File: config.mk
export PLATFORM = sky130hd
export DESIGN_NAME = timer_arbiter
export DESIGN_NICKNAME = d
export VERILOG_FILES = /design/src/rtl/timer_arbiter_pkg.sv /design/src/rtl/timer_arbiter_mod16_counter.sv /design/src/rtl/timer_arbiter.sv
export SDC_FILE = /design/constraint.sdc
export NUM_CORES = 1
export LEC_CHECK = 0
export CORE_MARGIN = 8
export CORE_UTILIZATION = 30
export DETAILED_ROUTE_END_ITERATION = 10
export SLEW_MARGIN = 20
export SYNTH_ARGS = -nofsm -noshare
export SYNTH_HDL_FRONTEND = slang
export SYNTH_SLANG_ARGS = --single-unit
File: constraint.sdc
create_clock -name clk -period 1.8 [get_ports clk]
set_clock_uncertainty 0.1 [all_clocks]
set_input_delay 0.27 -clock clk [delete_from_list [all_inputs] [get_ports clk]]
set_output_delay 0.27 -clock clk [all_outputs]
set_load 0.02 [all_outputs]
File: src/rtl/timer_arbiter_pkg.sv
// Shared types and constants for the timer arbiter and its counter.
package timer_arbiter_pkg;

  localparam int N_REQ = 2;
  localparam int CNT_W = 4;
  localparam logic [CNT_W-1:0] CNT_MAX = 4'd15;

  typedef enum logic [1:0] {
    IDLE = 2'd0,
    LOAD = 2'd1,
    RUN  = 2'd2,
    DONE = 2'd3
  } state_t;

endpackage

File: src/rtl/timer_arbiter_mod16_counter.sv
// Free-running mod-16 up-counter with synchronous preload.
module mod16_counter
  import timer_arbiter_pkg::*;
(
  input  logic             clk,
  input  logic             reset,
  input  logic             enable,
  input  logic             preload,
  input  logic [CNT_W-1:0] load,
  output logic [CNT_W-1:0] count
);

  // Preload beats enable; the increment wraps naturally at the 4-bit boundary.
  always_ff @(posedge clk) begin
    if (reset)        count <= '0;
    else if (preload) count <= load;
    else if (enable)  count <= count + 1'b1;
  end

endmodule

File: src/rtl/timer_arbiter.sv
// Two-requester round-robin arbiter sharing one interval timer.
//
//   state | meaning
//   ------+---------------------------------------------------------
//   IDLE  | no owner; arbitrate among requests, latch winner's length
//   LOAD  | preload counter with 15 - len
//   RUN   | count up until 15; owner dropping req aborts
//   DONE  | one-cycle done pulse to the owner, then back to IDLE
module timer_arbiter
  import timer_arbiter_pkg::*;
(
  input  logic             clk,
  input  logic             reset,
  input  logic [N_REQ-1:0] req,
  input  logic [CNT_W-1:0] len0,
  input  logic [CNT_W-1:0] len1,
  output logic [N_REQ-1:0] gnt,
  output logic [N_REQ-1:0] done,
  output logic             busy,
  output logic [CNT_W-1:0] count
);

  state_t           state_q, state_d;
  logic [N_REQ-1:0] gnt_q, gnt_d;
  logic [CNT_W-1:0] len_q, len_d;
  logic             last_q, last_d;
  logic             win;
  logic             sel;
  logic             preload, enable;
  logic [CNT_W-1:0] load;

  // The owner index is recovered from the one-hot grant.
  assign win  = gnt_q[1];
  assign load = CNT_MAX - len_q;
  assign gnt  = gnt_q;
  assign busy = (state_q != IDLE);

  // State, grant, latched length and round-robin history registers.
  always_ff @(posedge clk) begin
    if (reset) begin
      state_q <= IDLE;
      gnt_q   <= '0;
      len_q   <= '0;
      last_q  <= 1'b1;
    end else begin
      state_q <= state_d;
      gnt_q   <= gnt_d;
      len_q   <= len_d;
      last_q  <= last_d;
    end
  end

  // Next-state, arbitration and counter control.
  always_comb begin
    state_d = state_q;
    gnt_d   = gnt_q;
    len_d   = len_q;
    last_d  = last_q;
    preload = 1'b0;
    enable  = 1'b0;
    done    = '0;
    sel     = (req == 2'b11) ? ~last_q : req[1];
    case (state_q)
      IDLE: begin
        gnt_d = '0;
        if (|req) begin
          gnt_d   = sel ? 2'b10 : 2'b01;
          len_d   = sel ? len1 : len0;
          last_d  = sel;
          state_d = LOAD;
        end
      end
      LOAD: begin
        if (!req[win]) begin
          gnt_d   = '0;
          state_d = IDLE;
        end else begin
          preload = 1'b1;
          state_d = RUN;
        end
      end
      RUN: begin
        if (!req[win]) begin
          gnt_d   = '0;
          state_d = IDLE;
        end else if (count == CNT_MAX) begin
          state_d = DONE;
        end else begin
          enable = 1'b1;
        end
      end
      DONE: begin
        done    = gnt_q;
        gnt_d   = '0;
        state_d = IDLE;
      end
      default: begin
        gnt_d   = '0;
        state_d = IDLE;
      end
    endcase
  end

  mod16_counter u_cnt (
    .clk     (clk),
    .reset   (reset),
    .enable  (enable),
    .preload (preload),
    .load    (load),
    .count   (count)
  );

endmodule

==> flow_summary_export.csv, run 1 <==
group,metric,value,unit
clock_tree,cts_tree,"yes",
drt,detail_route.wl_per_cell,12.0,um
floorplan,fp.coreArea,0.00243,mm^2
drt,vias,702,
final_layout,layout_commonest_cell,"clkdlybuf4s50_1",
synth,synth_warnings,0,
setup_path,critical_path_buf_inv_count,3,
setup_path,reg2reg_depth,7,
synth,avgSynthCellArea,9.01,um^2
sta,slew_headroom,77.0,%
drt,drc,0,
setup_path,critPathTopFamily,"buffers and inverters",
synth,async_reset_ff_share,0,%
clock_tree,cts_sinks,13,
power,switching_share,30.4,%
power,clock_power_share,23.3,%
setup_path,crit_path_frequent_cell,"inv_1",
synth,muxShareOfSynthArea,9.92,%
sta,setup_ws,0.0612,ns
floorplan,start_util,31.1,%
min_path,hp-class,"reg2reg",
final_layout,n_antenna_cell,0,
sta,slew_violations,0,
power,pwr_density_cell,710,mW/mm^2
min_path,min_path_cells,2,
global_route,grt_pass1_vias,703,
power,power_frac_seq,45.0,%
setup_path,slowest_delay,0.38,ns
drt,drtIter0Drc,36,
setup_path,critPathCaptureType,"output pin",
clock_tree,clock-root-buffer,"clkbuf_4",
setup_path,critPathLaunchType,"register",
power,vdd_drop_max,0.428,mV
floorplan,die_height,66.2,um
setup_path,worstSetupPathDepth,4,
drt,ant_nets,0,
placed_design,dpl-instance-area,0.00106,mm^2
sta,min_period_over_period,96.6,%
global_route,grt_usage,8.47,%
clock_tree,h-tree-depth,1,
floorplan,die_area,0.00439,mm^2
global_route,antenna_found_initial,0,
synth,synth_edf_count,0,
floorplan,ios,21,
synth,synth_top_family_by_area,"compound AO/OA/AOI/OAI gates",
setup_path,critPathArrivalTime,1.37,ns
synth,synth_xor_xnor_area_share,1.16,%
synth,ys_types,32,
clock_tree,clkTransAtPathRegs,0.08,ns
clock_tree,holdBufCountCts,0,
sta,rsz0062_at_grt,"false",
final_layout,fillers,260,
sta,fin_crit,1.74,ns
synth,synth_compound_area_share,20.8,%
outcome,outcome,"finished clean",
global_route,grt_max_degree,11,
synth,synth_nets,102,
sta,whs,0.385,ns
placed_design,port_buffers,20,
sta,setup-violations-final,0,
setup_path,path_cells,"inv_1, ha_1, inv_1, dlygate4sd2_1",
setup_path,cp_max_fo,4,
sta,max_freq,575,MHz
placed_design,place_congestion,0.795,
setup_path,slowest_stage,"dfxtp_1",
job,maxCapViolCount,0,
synth,syn_inst,84,
setup_path,worstSetupPathType,"reg2out",
global_route,grt_overflow_total,0,
drt,via_per_inst,4.84,
drt,totalWireLength,1740,um
synth,synth_seq_cells,13,
sta,finalHoldViolCount,0,
clock_tree,cts_buffer_depth,2,
power,p_sw,0.000234,W
floorplan,row_count,18,
synth,netlist_area,757,um^2
drt,drtPass1Iterations,4,
setup_path,worstPathRequired,1.43,ns
final_layout,area_growth,43.0,%
final_layout,drive_gt1_share,14.8,%
placed_design,place_hpwl,1410,um
synth,synth-adder-area-share,9.92,%
power,pwr-share-comb,31.7,%
final_layout,final_cell_mix,"17 x clkdlybuf4s50_1, 13 x dfxtp_1, 9 x nor2_1, 8 x buf_4",
sta,fin_tns_setup,0,ns
final_layout,final_cell_area,0.00108,mm^2
floorplan,dieWidth,66.2,um
global_route,grt_pass1_wl,2970,um
power,internal_power,0.000535,W
synth,synth-simple-area-share,19.8,%
sta,worst_slew_pin_slew,0.344,ns
power,p_leak,0.452,nW
synth,synth_top_flop_cell,"dfxtp_1",
placed_design,dpl_worst_slack,-0.0618,ns
power,totalPowerFinal,0.000769,W
clock_tree,clock_latency,0.28,ns
clock_tree,cts-buffers-inserted,3,
final_layout,nNetsFinal,134,
synth,ys_seq_area_share,34.4,%
[per-stage QoR]
stage | utilization, % | cells
6_report | 44.5 | 145
5_1_grt | 44.5 | 145
4_1_cts | 44.5 | 145
3_5_place_dp | 43.6 | 141
3_3_place_gp | 43.6 | 141
2_1_floorplan | - | 84
[repair_timing]
item | 4_1_cts | 5_1_grt
gates resized for setup | 3 | 0
setup buffers | 0 | 0
endpoints found under the setup margin | 3 | 0
hold endpoints to repair | 0 | 0
[layout make-up]
type                            instances  area (um^2)  share of cell area (%)
Clock buffer                            4         26.3                    2.43
Inverter                                4         15.0                    1.39
Multi-Input combinational cell         65          467                    43.1
Sequential cell                        13          260                    24.0
Tap cell                               30         37.5                    3.47
Timing Repair Buffer                   29          277                    25.5
[layer usage]
| metal | global-route usage [%] | routed length (um) | share of wire [%] |
|---|---|---|---|
| met1 | 10.6 | 843 | 49 |
| met2 | 12.7 | 769 | 44 |
| met3 | 2.37 | 102 | 5.9 |
| met4 | 4.80 | 21 | 1.2 |
| met5 | 0 | 0 | 0 |
[synthesized netlist by cell type (all sizes together) (3+ instances only)]
cell type	n	area, um^2
a211oi	6	45.0
a21oi	6	33.8
and2	3	18.8
dfxtp	13	260
ha	6	75.1
inv	4	15.0
mux2i	6	60.1
nand2	3	11.3
nand3	4	20.0
nor2	9	33.8
o21ai	3	15.0
[power by group through the flow]
stage	Sequential (W)	Clock [W]	Combinational [W]
3_3_place_gp	0.000352	0	0.000243
2_1_floorplan	0.000364	0	0.000124
6_report	0.000346	0.000179	0.000244
4_1_cts	0.000346	0.000192	0.000245
5_1_grt	0.000351	0.000197	0.000271
3_5_place_dp	0.000353	0	0.000246
[path summary, 6_finish.rpt]
check,slack [ns],from,to
setup reg to reg,0.06,state_q[1],state_q[0]
setup / recovery,0.06,state_q[1],busy
hold reg to reg,0.38,gnt[0],gnt[0]
hold / removal,0.38,gnt[0],gnt[0]
[tightest hold or removal path, cell delays in order, from the launching register on]
cell	delay [ns]
dfxtp_1	0.33
nand3_1	0.06
a21oi_1	0.05
[state kept, by name (all words and copies together) (netlist names)]
register and cells:
state_q 2, gnt 2, u_cnt.count 4, last_q 1, len_q 4
[logic make-up (layout without fill, tap and decap cells)]
logic type | after synthesis | count (layout)
DFF | 13 | 13
adders and majority gates | 6 | 6
and+or+nand+nor | 28 | 28
AOI/OAI and AO/OA | 23 | 23
buffers and inverters | 6 | 37
muxes | 7 | 7
xor gates and xnor gates | 1 | 1
Note: power is estimated with default switching activity, not from simulation.
==> run 2, diff against run 1 <==
--- a/config.mk
+++ b/config.mk
@@ -8,6 +8,7 @@
 export CORE_MARGIN = 8
 export CORE_UTILIZATION = 30
 export DETAILED_ROUTE_END_ITERATION = 10
+export SETUP_SLACK_MARGIN = 0.02
 export SLEW_MARGIN = 20
 export SYNTH_ARGS = -nofsm -noshare
 export SYNTH_HDL_FRONTEND = slang
==> flow_summary_export.csv, run 2 (synthesis gave the netlist of run 1 again) <==
group,metric,value,unit
setup_path,critPathLaunchType,"register",
clock_tree,cts_buffer_depth,2,
sta,finalHoldViolCount,0,
drt,ant_nets,0,
clock_tree,cts_sinks,13,
final_layout,nNetsFinal,134,
setup_path,critPathCaptureType,"register",
sta,slew_headroom,77.0,%
power,pwr_density_cell,710,mW/mm^2
setup_path,worstPathRequired,1.89,ns
job,maxCapViolCount,0,
final_layout,drive_gt1_share,14.8,%
global_route,grt_pass1_vias,703,
power,vdd_drop_max,0.428,mV
setup_path,critPathArrivalTime,1.83,ns
global_route,grt_overflow_total,0,
sta,min_period_over_period,96.4,%
drt,detail_route.wl_per_cell,12.0,um
sta,slew_violations,0,
placed_design,port_buffers,20,
final_layout,area_growth,43.1,%
outcome,outcome,"finished clean",
floorplan,die_height,66.2,um
clock_tree,h-tree-depth,1,
setup_path,cp_max_fo,4,
setup_path,worstSetupPathType,"reg2reg",
drt,drtIter0Drc,36,
floorplan,fp.coreArea,0.00243,mm^2
final_layout,reg_top3,"len_q (4), u_cnt.count (4)",
drt,vias,702,
floorplan,dieWidth,66.2,um
global_route,grt_pass1_wl,2970,um
power,power_frac_seq,44.9,%
clock_tree,cts-buffers-inserted,3,
final_layout,final_cell_mix,"17 x clkdlybuf4s50_1, 13 x dfxtp_1, 9 x nor2_1, 8 x buf_4",
power,pwr-share-comb,31.8,%
sta,max_freq,576,MHz
sta,setup-violations-final,0,
global_route,grt_usage,8.47,%
final_layout,fillers,259,
placed_design,dp.cells,141,
clock_tree,clkTransAtPathRegs,0.08,ns
power,p_leak,0.450,nW
floorplan,die_area,0.00439,mm^2
sta,whs,0.385,ns
power,internal_power,0.000536,W
placed_design,place_hpwl,1410,um
floorplan,row_count,18,
placed_design,place_congestion,0.795,
clock_tree,clock-root-buffer,"clkbuf_4",
final_layout,layout.cells.non_filler,145,
power,clock_power_share,23.3,%
drt,drtPass1Iterations,4,
final_layout,n_antenna_cell,0,
global_route,grt_max_degree,11,
drt,totalWireLength,1740,um
clock_tree,cts_tree,"yes",
sta,fin_crit,1.74,ns
floorplan,ios,21,
power,switching_share,30.4,%
power,p_sw,0.000234,W
global_route,antenna_found_initial,0,
floorplan,start_util,31.1,%
drt,via_per_inst,4.84,
clock_tree,clock_latency,0.28,ns
sta,rsz0062_at_grt,"false",
final_layout,layout_commonest_cell,"clkdlybuf4s50_1",
sta,worst_slew_pin_slew,0.344,ns
min_path,hp-class,"reg2reg",
drt,drc,0,
-- run 2: final timing paths --
path,cells after the start,startpoint,slack [ns],endpoint
worst max-delay path,7,state_q[1],0.06,state_q[0]
worst min-delay path,2,gnt[0],0.38,gnt[0]
worst max register to register,7,state_q[1],0.06,state_q[0]
worst min register to register,2,gnt[0],0.38,gnt[0]
-- run 2: worst max-delay path, cell delays in order, from the launching register on --
cell and delay, ns:
dfxtp_1 0.38, inv_1 0.09, ha_1 0.21, buf_4 0.14, nor3b_1 0.14, buf_4 0.14
or2_0 0.22, a211oi_1 0.23
-- run 2: power groups by stage --
stage	clock (W)	combinational [W]	sequential [W]
floorplan	0	0.000124	0.000364
global placement	0	0.000243	0.000352
detailed placement	0	0.000246	0.000353
CTS	0.000192	0.000245	0.000346
global route	0.000197	0.000271	0.000351
finish	0.000179	0.000245	0.000346
-- run 2: per-stage QoR --
step           utilization (%)  TNS (ns)  power [W]  instance area [um^2]  setup slack [ns]
6_report                  44.5         0   0.000770                  1080            0.0649
5_1_grt                   44.5         0   0.000820                  1080            0.0264
4_1_cts                   44.5         0   0.000783                  1080            0.0453
3_5_place_dp              43.6   -0.0939   0.000599                  1060           -0.0618
3_3_place_gp              43.6   -0.0120   0.000594                  1060           -0.0120
2_1_floorplan                -         0   0.000488                   757             0.197
-- run 2: layout make-up --
type	instances	area (um^2)	area share, %
Clock buffer	4	26.3	2.42
Inverter	4	15.0	1.39
Multi-Input combinational cell	65	467	43.1
Sequential cell	13	260	24.0
Tap cell	30	37.5	3.46
Timing Repair Buffer	29	278	25.6
-- run 2: routing by layer --
metal  part of all wire (%)  GRT usage, %  vias to the layer above
met3                    5.9          2.37                        2
met1                     49          10.6                      310
met2                     44          12.7                       21
met5                      0             0                        -
li1                       -             -                      369
met4                    1.2          4.80                        0
-- run 2: timing repair --
item                       4_1_cts  5_1_grt
setup endpoints to repair        3        1
resized for setup                3        1
hold buffers                     0        0
setup buffers                    0        0
==> run 3, diff against run 2 <==
--- a/config.mk
+++ b/config.mk
@@ -8,6 +8,7 @@
 export CORE_MARGIN = 8
 export CORE_UTILIZATION = 30
 export DETAILED_ROUTE_END_ITERATION = 10
+export PLACE_DENSITY = 0.63
 export SETUP_SLACK_MARGIN = 0.02
 export SLEW_MARGIN = 20
 export SYNTH_ARGS = -nofsm -noshare
==> flow_summary_export.csv, run 3 (synthesis gave the netlist of run 1 again) <==
group,metric,value,unit
setup_path,slowest_delay,0.40,ns
global_route,grt_max_degree,9,
clock_tree,cts_buffer_depth,2,
final_layout,multi_input_area,469,um^2
clock_tree,clkTransAtPathRegs,0.08,ns
power,vdd_drop_max,0.392,mV
setup_path,critPathArrivalTime,1.33,ns
drt,ant_nets,0,
placed_design,port_buffers,20,
sta,min_period_over_period,94.3,%
clock_tree,holdBufCountCts,0,
outcome,outcome,"finished clean",
floorplan,fp.coreArea,0.00243,mm^2
clock_tree,h-tree-depth,1,
setup_path,critPathLaunchType,"register",
sta,setup-violations-final,0,
placed_design,place_congestion,0.803,
setup_path,critPathCaptureType,"output pin",
min_path,hp-class,"reg2reg",
final_layout,reg_top3,"len_q (4), u_cnt.count (4)",
floorplan,die_area,0.00439,mm^2
setup_path,worstPathRequired,1.43,ns
drt,drtIter0Drc,27,
final_layout,drive_gt1_share,18.6,%
job,maxCapViolCount,0,
drt,detail_route.wl_per_cell,12.9,um
final_layout,n_antenna_cell,0,
setup_path,r2r_setup_slack,0.16,ns
floorplan,dieWidth,66.2,um
global_route,grt_pass1_vias,681,
clock_tree,cts-buffers-inserted,3,
power,p_leak,0.459,nW
setup_path,cp_max_fo,4,
sta,finalHoldViolCount,0,
final_layout,final_cell_mix,"17 x clkdlybuf4s50_1, 13 x dfxtp_1, 11 x buf_4, 9 x nor2_1",
placed_design,place_hpwl,1580,um
clock_tree,clock-root-buffer,"clkbuf_4",
floorplan,die_height,66.2,um
floorplan,ios,21,
drt,totalWireLength,1900,um
final_layout,layout_commonest_cell,"clkdlybuf4s50_1",
floorplan,row_count,18,
drt,vias,723,
global_route,grt_overflow_total,0,
final_layout,fillers,250,
power,pwr_density_cell,706,mW/mm^2
drt,via_per_inst,4.89,
sta,max_freq,589,MHz
global_route,grt_pass1_wl,2990,um
clock_tree,cts_tree,"yes",
sta,slew_headroom,82.8,%
clock_tree,cts_sinks,13,
setup_path,critPathTopFamily,"flip-flops",
drt,drc,0,
setup_path,critical_path_buf_inv_count,1,
global_route,antenna_found_initial,0,
sta,rsz0062_at_grt,"false",
final_layout,fin_util,45.4,%
drt,drtPass1Iterations,4,
setup_path,worstSetupPathType,"reg2out",
sta,whs,0.378,ns
final_layout,area_growth,46.0,%
setup_path,slowest_stage,"dfxtp_1",
clock_tree,clock_latency,0.28,ns
sta,slew_violations,0,
floorplan,start_util,31.1,%
sta,fin_crit,1.70,ns
global_route,grt_usage,8.88,%
sta,worst_slew_pin_slew,0.257,ns
setup_path,path_cells,"ha_1, and2_1, clkdlybuf4s15_1",
final_layout,regArea,260,um^2
final_layout,nNetsFinal,137,
[run 3: cell count changes in the layout (fill, tap and decap cells not counted)]
cell           delta
clkbuf_2          +1
ha_2              +1
dlygate4sd2_1     -1
ha_1              -1
buf_4             +3
[run 3: final timing paths]
path,from,to,cells after the start
max,state_q[1],done[0],3
min reg2reg,gnt[0],gnt[0],2
max reg2reg,state_q[1],state_q[0],6
min,gnt[0],gnt[0],2
[run 3: cell type report]
type                       count  share of cell area (%)
inverter                       4                    1.36
sequential                    13                    23.6
multi-input combinational     65                    42.5
clock buffer                   4                    2.38
tap                           30                    3.40
timing repair buffer          32                    26.8
[run 3: timing repair]
item,4_1_cts,5_1_grt
gates resized for setup,3,4
endpoints found under the setup margin,3,3
buffers inserted,0,0
[run 3: power by group]
part | internal [W] | leakage [nW] | total [W] | switching [W]
combinational | 0.000133 | 0.337 | 0.000251 | 0.000118
clock | 0.0000860 | 0.0150 | 0.000183 | 0.0000967
sequential | 0.000320 | 0.107 | 0.000347 | 0.0000273
[run 3: per-layer routing]
layer / vias to the layer above / wire length (um) / part of all wire [%] / global-route usage, %
met1: 327 / 898 / 47 / 10.1
li1: 373 / - / - / -
met4: 0 / 34 / 1.8 / 4.00
met5: - / 0 / 0 / 0
met3: 5 / 95 / 5.0 / 3.73
met2: 18 / 873 / 46 / 14.1
[run 3: per-stage QoR]
step	setup slack [ns]	cell area [um^2]	std cells	TNS, ns	power, W
floorplan	0.197	757	84	0	0.000488
global placement	0.0126	1080	144	0	0.000603
detailed placement	-0.0469	1080	144	-0.0715	0.000609
CTS	0.00845	1100	148	0	0.000794
global route	0.0244	1100	148	0	0.000835
finish	0.103	1100	148	0	0.000780
[run 3: worst min-delay path, delay by kind of cell (launching register included)]
kind	cells	cell delay, ns
AOI/OAI and AO/OA	1	0.05
and+or+nand+nor	1	0.06
DFF	1	0.32
